### src/rtl/fdc_pkg.sv
// Shared constants and helpers for the frequency-to-digital converter.
package fdc_pkg;

    localparam int RESULT_W       = 16;
    localparam int TIMER_W        = 17;
    localparam int GATE_LOG2_BASE = 10;
    localparam int GATE_W         = 3;
    localparam int WIN_CNT_W      = 5;

    localparam int UI_FIN      = 0;
    localparam int UI_GATE_LO  = 1;
    localparam int UI_BYTE_SEL = 4;
    localparam int UI_HOLD     = 5;

    localparam int UIO_DONE   = 0;
    localparam int UIO_OVF    = 1;
    localparam int UIO_FIN_S  = 2;
    localparam int UIO_WIN_LO = 3;

    // Last timer value of a window: 2^(10+gate)-1; gate=7 wraps to all ones.
    function automatic logic [TIMER_W-1:0] win_last(input logic [GATE_W-1:0] gate);
        logic [TIMER_W:0] w;
        w = (TIMER_W + 1)'(1) << (GATE_LOG2_BASE + int'(gate));
        w = w - (TIMER_W + 1)'(1);
        return w[TIMER_W-1:0];
    endfunction

endpackage

### src/rtl/fdc_sync_edge.sv
// Two-flop synchronizer for the asynchronous fin input plus rising-edge detect.
module fdc_sync_edge (
    input  logic clk,
    input  logic rst,
    input  logic fin,
    output logic fin_s,
    output logic fin_rise
);

    logic sync1_q, sync1_d;
    logic sync2_q, sync2_d;
    logic prev_q, prev_d;

    always_comb begin
        sync1_d = fin;
        sync2_d = sync1_q;
        prev_d  = sync2_q;
    end

    always_ff @(posedge clk) begin
        if (rst) begin
            sync1_q <= 1'b0;
            sync2_q <= 1'b0;
            prev_q  <= 1'b0;
        end else begin
            sync1_q <= sync1_d;
            sync2_q <= sync2_d;
            prev_q  <= prev_d;
        end
    end

    assign fin_s    = sync2_q;
    assign fin_rise = sync2_q & ~prev_q;

endmodule

### src/rtl/tt_um_fdc_chip.sv
// FDC top: counts fin rising edges over a 2^(10+gate_sel) clock window and
// publishes a saturating 16-bit result bytewise with status on uio.
module tt_um_fdc_chip
    import fdc_pkg::*;
(
    input  logic       clk,
    input  logic       rst_n,
    input  logic       ena,
    input  logic [7:0] ui_in,
    output logic [7:0] uo_out,
    input  logic [7:0] uio_in,
    output logic [7:0] uio_out,
    output logic [7:0] uio_oe
);

    // The pin keeps its legacy name but is an active-high synchronous reset.
    logic rst;
    assign rst = rst_n;

    logic unused_pins;
    assign unused_pins = &{1'b0, ena, uio_in, ui_in[7:6]};

    logic fin_s, fin_rise;

    fdc_sync_edge u_sync (
        .clk     (clk),
        .rst     (rst),
        .fin     (ui_in[UI_FIN]),
        .fin_s   (fin_s),
        .fin_rise(fin_rise)
    );

    logic [TIMER_W-1:0]   timer_q, timer_d;
    logic [GATE_W-1:0]    gate_q, gate_d;
    logic [RESULT_W-1:0]  cnt_q, cnt_d;
    logic                 ovf_acc_q, ovf_acc_d;
    logic [RESULT_W-1:0]  result_q, result_d;
    logic                 ovf_q, ovf_d;
    logic [WIN_CNT_W-1:0] win_cnt_q, win_cnt_d;
    logic                 done_q, done_d;

    logic                 win_end;
    logic                 cnt_sat;
    logic [RESULT_W-1:0]  cnt_fin;
    logic                 ovf_fin;

    always_comb begin
        // gate_sel is captured on the first cycle of every window; the
        // window end is never at timer 0, so gate_q is always settled.
        gate_d   = (timer_q == '0) ? ui_in[UI_GATE_LO +: GATE_W] : gate_q;
        win_end  = (timer_q == win_last(gate_q));
        cnt_sat  = (cnt_q == '1);
        cnt_fin  = (fin_rise && !cnt_sat) ? cnt_q + 1'b1 : cnt_q;
        ovf_fin  = ovf_acc_q | (fin_rise & cnt_sat);

        timer_d   = timer_q + 1'b1;
        cnt_d     = cnt_fin;
        ovf_acc_d = ovf_fin;
        result_d  = result_q;
        ovf_d     = ovf_q;
        win_cnt_d = win_cnt_q;
        done_d    = 1'b0;

        if (win_end) begin
            // An edge on the last cycle is folded into the finished window.
            timer_d   = '0;
            cnt_d     = '0;
            ovf_acc_d = 1'b0;
            if (!ui_in[UI_HOLD]) begin
                result_d  = cnt_fin;
                ovf_d     = ovf_fin;
                win_cnt_d = win_cnt_q + 1'b1;
                done_d    = 1'b1;
            end
        end
    end

    always_ff @(posedge clk) begin
        if (rst) begin
            timer_q   <= '0;
            gate_q    <= '0;
            cnt_q     <= '0;
            ovf_acc_q <= 1'b0;
            result_q  <= '0;
            ovf_q     <= 1'b0;
            win_cnt_q <= '0;
            done_q    <= 1'b0;
        end else begin
            timer_q   <= timer_d;
            gate_q    <= gate_d;
            cnt_q     <= cnt_d;
            ovf_acc_q <= ovf_acc_d;
            result_q  <= result_d;
            ovf_q     <= ovf_d;
            win_cnt_q <= win_cnt_d;
            done_q    <= done_d;
        end
    end

    assign uo_out  = ui_in[UI_BYTE_SEL] ? result_q[15:8] : result_q[7:0];
    assign uio_out = {win_cnt_q, fin_s, ovf_q, done_q};
    assign uio_oe  = 8'hFF;

endmodule

### config.mk
export PLATFORM = sky130hd
export DESIGN_NAME = tt_um_fdc_chip
export DESIGN_NICKNAME = d
export VERILOG_FILES = /design/src/rtl/fdc_pkg.sv /design/src/rtl/fdc_sync_edge.sv /design/src/rtl/tt_um_fdc_chip.sv
export SDC_FILE = /design/constraint.sdc
export NUM_CORES = 1
export LEC_CHECK = 0
export ABC_AREA = 1
export CAP_MARGIN = 20
export CORE_ASPECT_RATIO = 0.7
export CORE_MARGIN = 1
export CORE_UTILIZATION = 30
export CTS_BUF_LIST = sky130_fd_sc_hd__clkbuf_4
export DETAILED_ROUTE_END_ITERATION = 10
export MAX_ROUTING_LAYER = met4
export PLACE_DENSITY = 0.57
export SYNTH_ARGS = -nofsm -noshare
export SYNTH_HDL_FRONTEND = slang
export SYNTH_SLANG_ARGS = --single-unit
export TNS_END_PERCENT = 10
### constraint.sdc
create_clock -name clk -period 2.9 [get_ports clk]
set_input_delay 0.58 -clock clk [delete_from_list [all_inputs] [get_ports clk]]
set_output_delay 0.58 -clock clk [all_outputs]
set_load 0.05 [all_outputs]
==> run metrics <==
flop and latch count out of synthesis=63; Post-CTS Repair Setup Buffers=0; vertical extent of the die=~90 µm; drt drc=0; library cell occupying the most area in the post-synthesis netlist=dfxtp_1; cell chosen for the clock root=clkbuf_4; Reg area=around 1300 µm²; vias in the first global route=between 2,000 and 3,000; violation count after the first detailed-routing iteration=between 100 and 150; Final Critical Period=around 2.5 ns; synthesized cell area=3354 µm²; synthesized area divided by synthesized cell count=between 7 and 8 µm²; Routability Congestion=between 0.8 and 0.9; Worst Setup Start Kind=flop; DRT Wirelength=approximately 7000 µm; Routed Antenna Nets=0; Final Hold Fails=0; cells after synthesis=454; clock transition at the register clock pins on the worst setup and hold paths after CTS=0.12 ns; fillers=about 1,100; share of post-route cells with drive strength above 1=between 10 and 15%; Worst Path Required=about 3.2 ns; number of vias in the routed layout=approximately 2,700; die footprint=approximately 12,000 µm²; area of the multi-input gates=~1700 µm²; maximum root-to-sink buffer count=2; effective utilization at floorplan=roughly a third; critical path class=flop to flop; ratio of final minimum period to clock period=a little under nine tenths; CTS tree=yes; highest achievable clock rate=between 0.4 and 0.5 GHz; first-pass GRT wire length=~12,000 µm; global route overflow=0; TritonCTS sink count=63; sequential share of the synthesized area=37.60%; total clock buffers created by CTS=9; hold slack final=approximately 0.4 ns; chip width=approximately 130 µm; Worst Hold Class=flop to flop; IO Pins=43; post-route cell area=slightly below 4000 µm²; post-detail-place hpwl=5238 µm; Antenna Diode Count=0; via count normalized by instance count=~4.3; Largest stage delay, worst path=a little over 0.5 ns; cell count along the critical path=9; max-cap violation count=0; number of nets in the final layout=roughly 510; highest fanout seen on the critical path=33; cell count of the worst reg-to-reg path=9; slowest stage cell on the critical path=dfxtp_1; run status=complete, no violations; Post-Layout Cell Count=630; kind of cell adding the most delay to the critical path=simple AND/OR/NAND/NOR gates; measured slew at the worst slew-check pin=roughly 0.51 ns; setup repair after global routing missed its margin=no; number of warnings printed during yosys synthesis=0; pin count of the biggest net entering global routing=36; standard-cell row count=31; worst slew margin relative to its limit=between 60% and 70%; Placeable Area=about 11,000 µm²; aggregate global-route resource usage=13.79%; number of hold-repair buffers added at the cts stage=0; htree depth=3; setup violators final=0; fraction of the core area covered by cells at the end of the flow=36.33%; maximum ir drop on the vdd rail=around 0.24 mV; initial antenna violation count=0; arrival time at the worst endpoint=2.78 ns; fraction of post-synthesis cell area in the top cell type by area=between 30% and 40%; Resized Gates After CTS=0; Hold Path Depth=2; wire per inst=around 11 µm; ratio of total power to cell area=503.4 nW/µm²; clock latency on the worst-skew pair=0.42 ns; layout-stage area growth over the synthesis result=14.70%; kind of end point of the critical path=flop; Post-Route Setup TNS=0 ns; reported leakage power=between 1.5 and 2 nW; cell chain of the critical path=inv_1 -> ha_1 -> nor2_1 -> o21ai_1 -> xor2_1 -> nand3_1 -> nand2_2 -> buf_4 -> nor3b_1; cell types occupying the most area after synthesis=dfxtp_1 38%, nand2_1 9.5%, nor2_1 7.5%; number of iterations in the first detailed-routing pass=4; Worst Skew=around 0.018 ns; synth unique cells=37; area of placed instances=roughly 3600 µm²; Post-Place Cells=between 600 and 700; Max Slew Vio Count=0; total buffers and inverters traversed by the critical path=2; count of buffers from port buffering=23
-- power breakdown --
part,total (mW),internal (mW),switching (mW)
Sequential,0.890,0.877,0.0134
Clock,0.854,0.532,0.322
Combinational,0.193,0.0582,0.135
Total,1.94,1.47,0.471
-- worst paths after layout --
kind	to	from	slack (ns)
max	timer_q[3]	gate_q[1]	0.41
min	u_sync.fin_s	u_sync.sync1_q	0.41
max reg2reg	timer_q[3]	gate_q[1]	0.41
min reg2reg	u_sync.fin_s	u_sync.sync1_q	0.41
-- cell type report --
class,instances,area share (%)
multi-input combinational,311,44.16
sequential,63,32.78
inverter,67,6.667
timing repair buffer,25,6.179
tap,148,4.813
clock inverter,6,3.447
clock buffer,10,1.951
-- per-layer routing --
| layer | track usage [%] | part of all wire, % | up-vias |
|---|---|---|---|
| met2 | 18.06 | 39 | 33 |
| met3 | 4.088 | 2.9 | 5 |
| met4 | 4.412 | 0.97 | 0 |
| met5 | - | 0 | - |
| li1 | - | - | 1456 |
| met1 | 19.78 | 57 | 1243 |
-- sequential cells by signal, summed over array words and instances (netlist names) --
signal	flops
gate_q	3
timer_q	17
win_cnt_q	5
result_q	16
ovf_acc_q	1
ovf_q	1
u_sync.fin_s	1
u_sync.prev_q	1
done_q	1
u_sync.sync1_q	1
cnt_q	16
-- cells in the mapped netlist --
master,n
a21oi_1,18
a21oi_2,12
buf_12,1
buf_2,1
buf_4,14
buf_6,1
buf_8,1
clkbuf_1,2
conb_1,1
dfxtp_1,63
ha_1,11
inv_1,63
inv_2,3
inv_6,1
mux2_2,7
nand2_1,85
nand2_2,3
nand2_4,1
nand3_1,20
nand3_2,1
nand4_1,4
nand4_2,1
nand4_4,1
nor2_1,67
nor2_2,2
nor2_4,2
nor3_1,13
nor3_2,2
nor3b_1,2
nor3b_2,1
o211ai_1,1
o21ai_0,13
o21ai_1,12
o21ai_2,1
or2_2,1
xnor2_1,5
xor2_1,17
-- stage by stage --
step,setup WS (ns),power [mW]
floorplan,0.4173,1.068
global placement,0.4696,1.098
detailed placement,0.4493,1.102
CTS,0.4185,1.972
global route,0.1757,2.042
finish,0.4088,1.937
-- placed cells by master, fill, tap and decap left out, drive strengths merged, types with 15 or more instances in the layout --
cell type / netlist / layout
a21oi: 30 / 30
clkdlybuf4s50: 0 / 15
dfxtp: 63 / 63
inv: 67 / 67
nand2: 89 / 89
nand3: 21 / 21
nor2: 71 / 71
nor3: 15 / 15
o21ai: 26 / 26
xor2: 17 / 17
-- logic make-up (layout without fill, tap and decap cells) --
family / count (synthesis) / after routing / synth area share [%]
flops: 63 / 63 / 37.60
other cells: 1 / 8 / 0.1118
compound gates: 57 / 57 / 10.03
simple gates: 206 / 206 / 27.53
buf+inv: 87 / 108 / 12.53
fa+ha+maj: 11 / 11 / 4.103
mux: 7 / 7 / 2.350
xor+xnor: 22 / 22 / 5.744
-- worst reg2reg max path: stages (launching register included) --
cell and delay (ns):
dfxtp_1 0.51, inv_1 0.17, ha_1 0.37, nor2_1 0.18
o21ai_1 0.10, xor2_1 0.32, nand3_1 0.18, nand2_2 0.09
buf_4 0.35, nor3b_1 0.11
No activity file was read; power rests on OpenSTA's default activity.
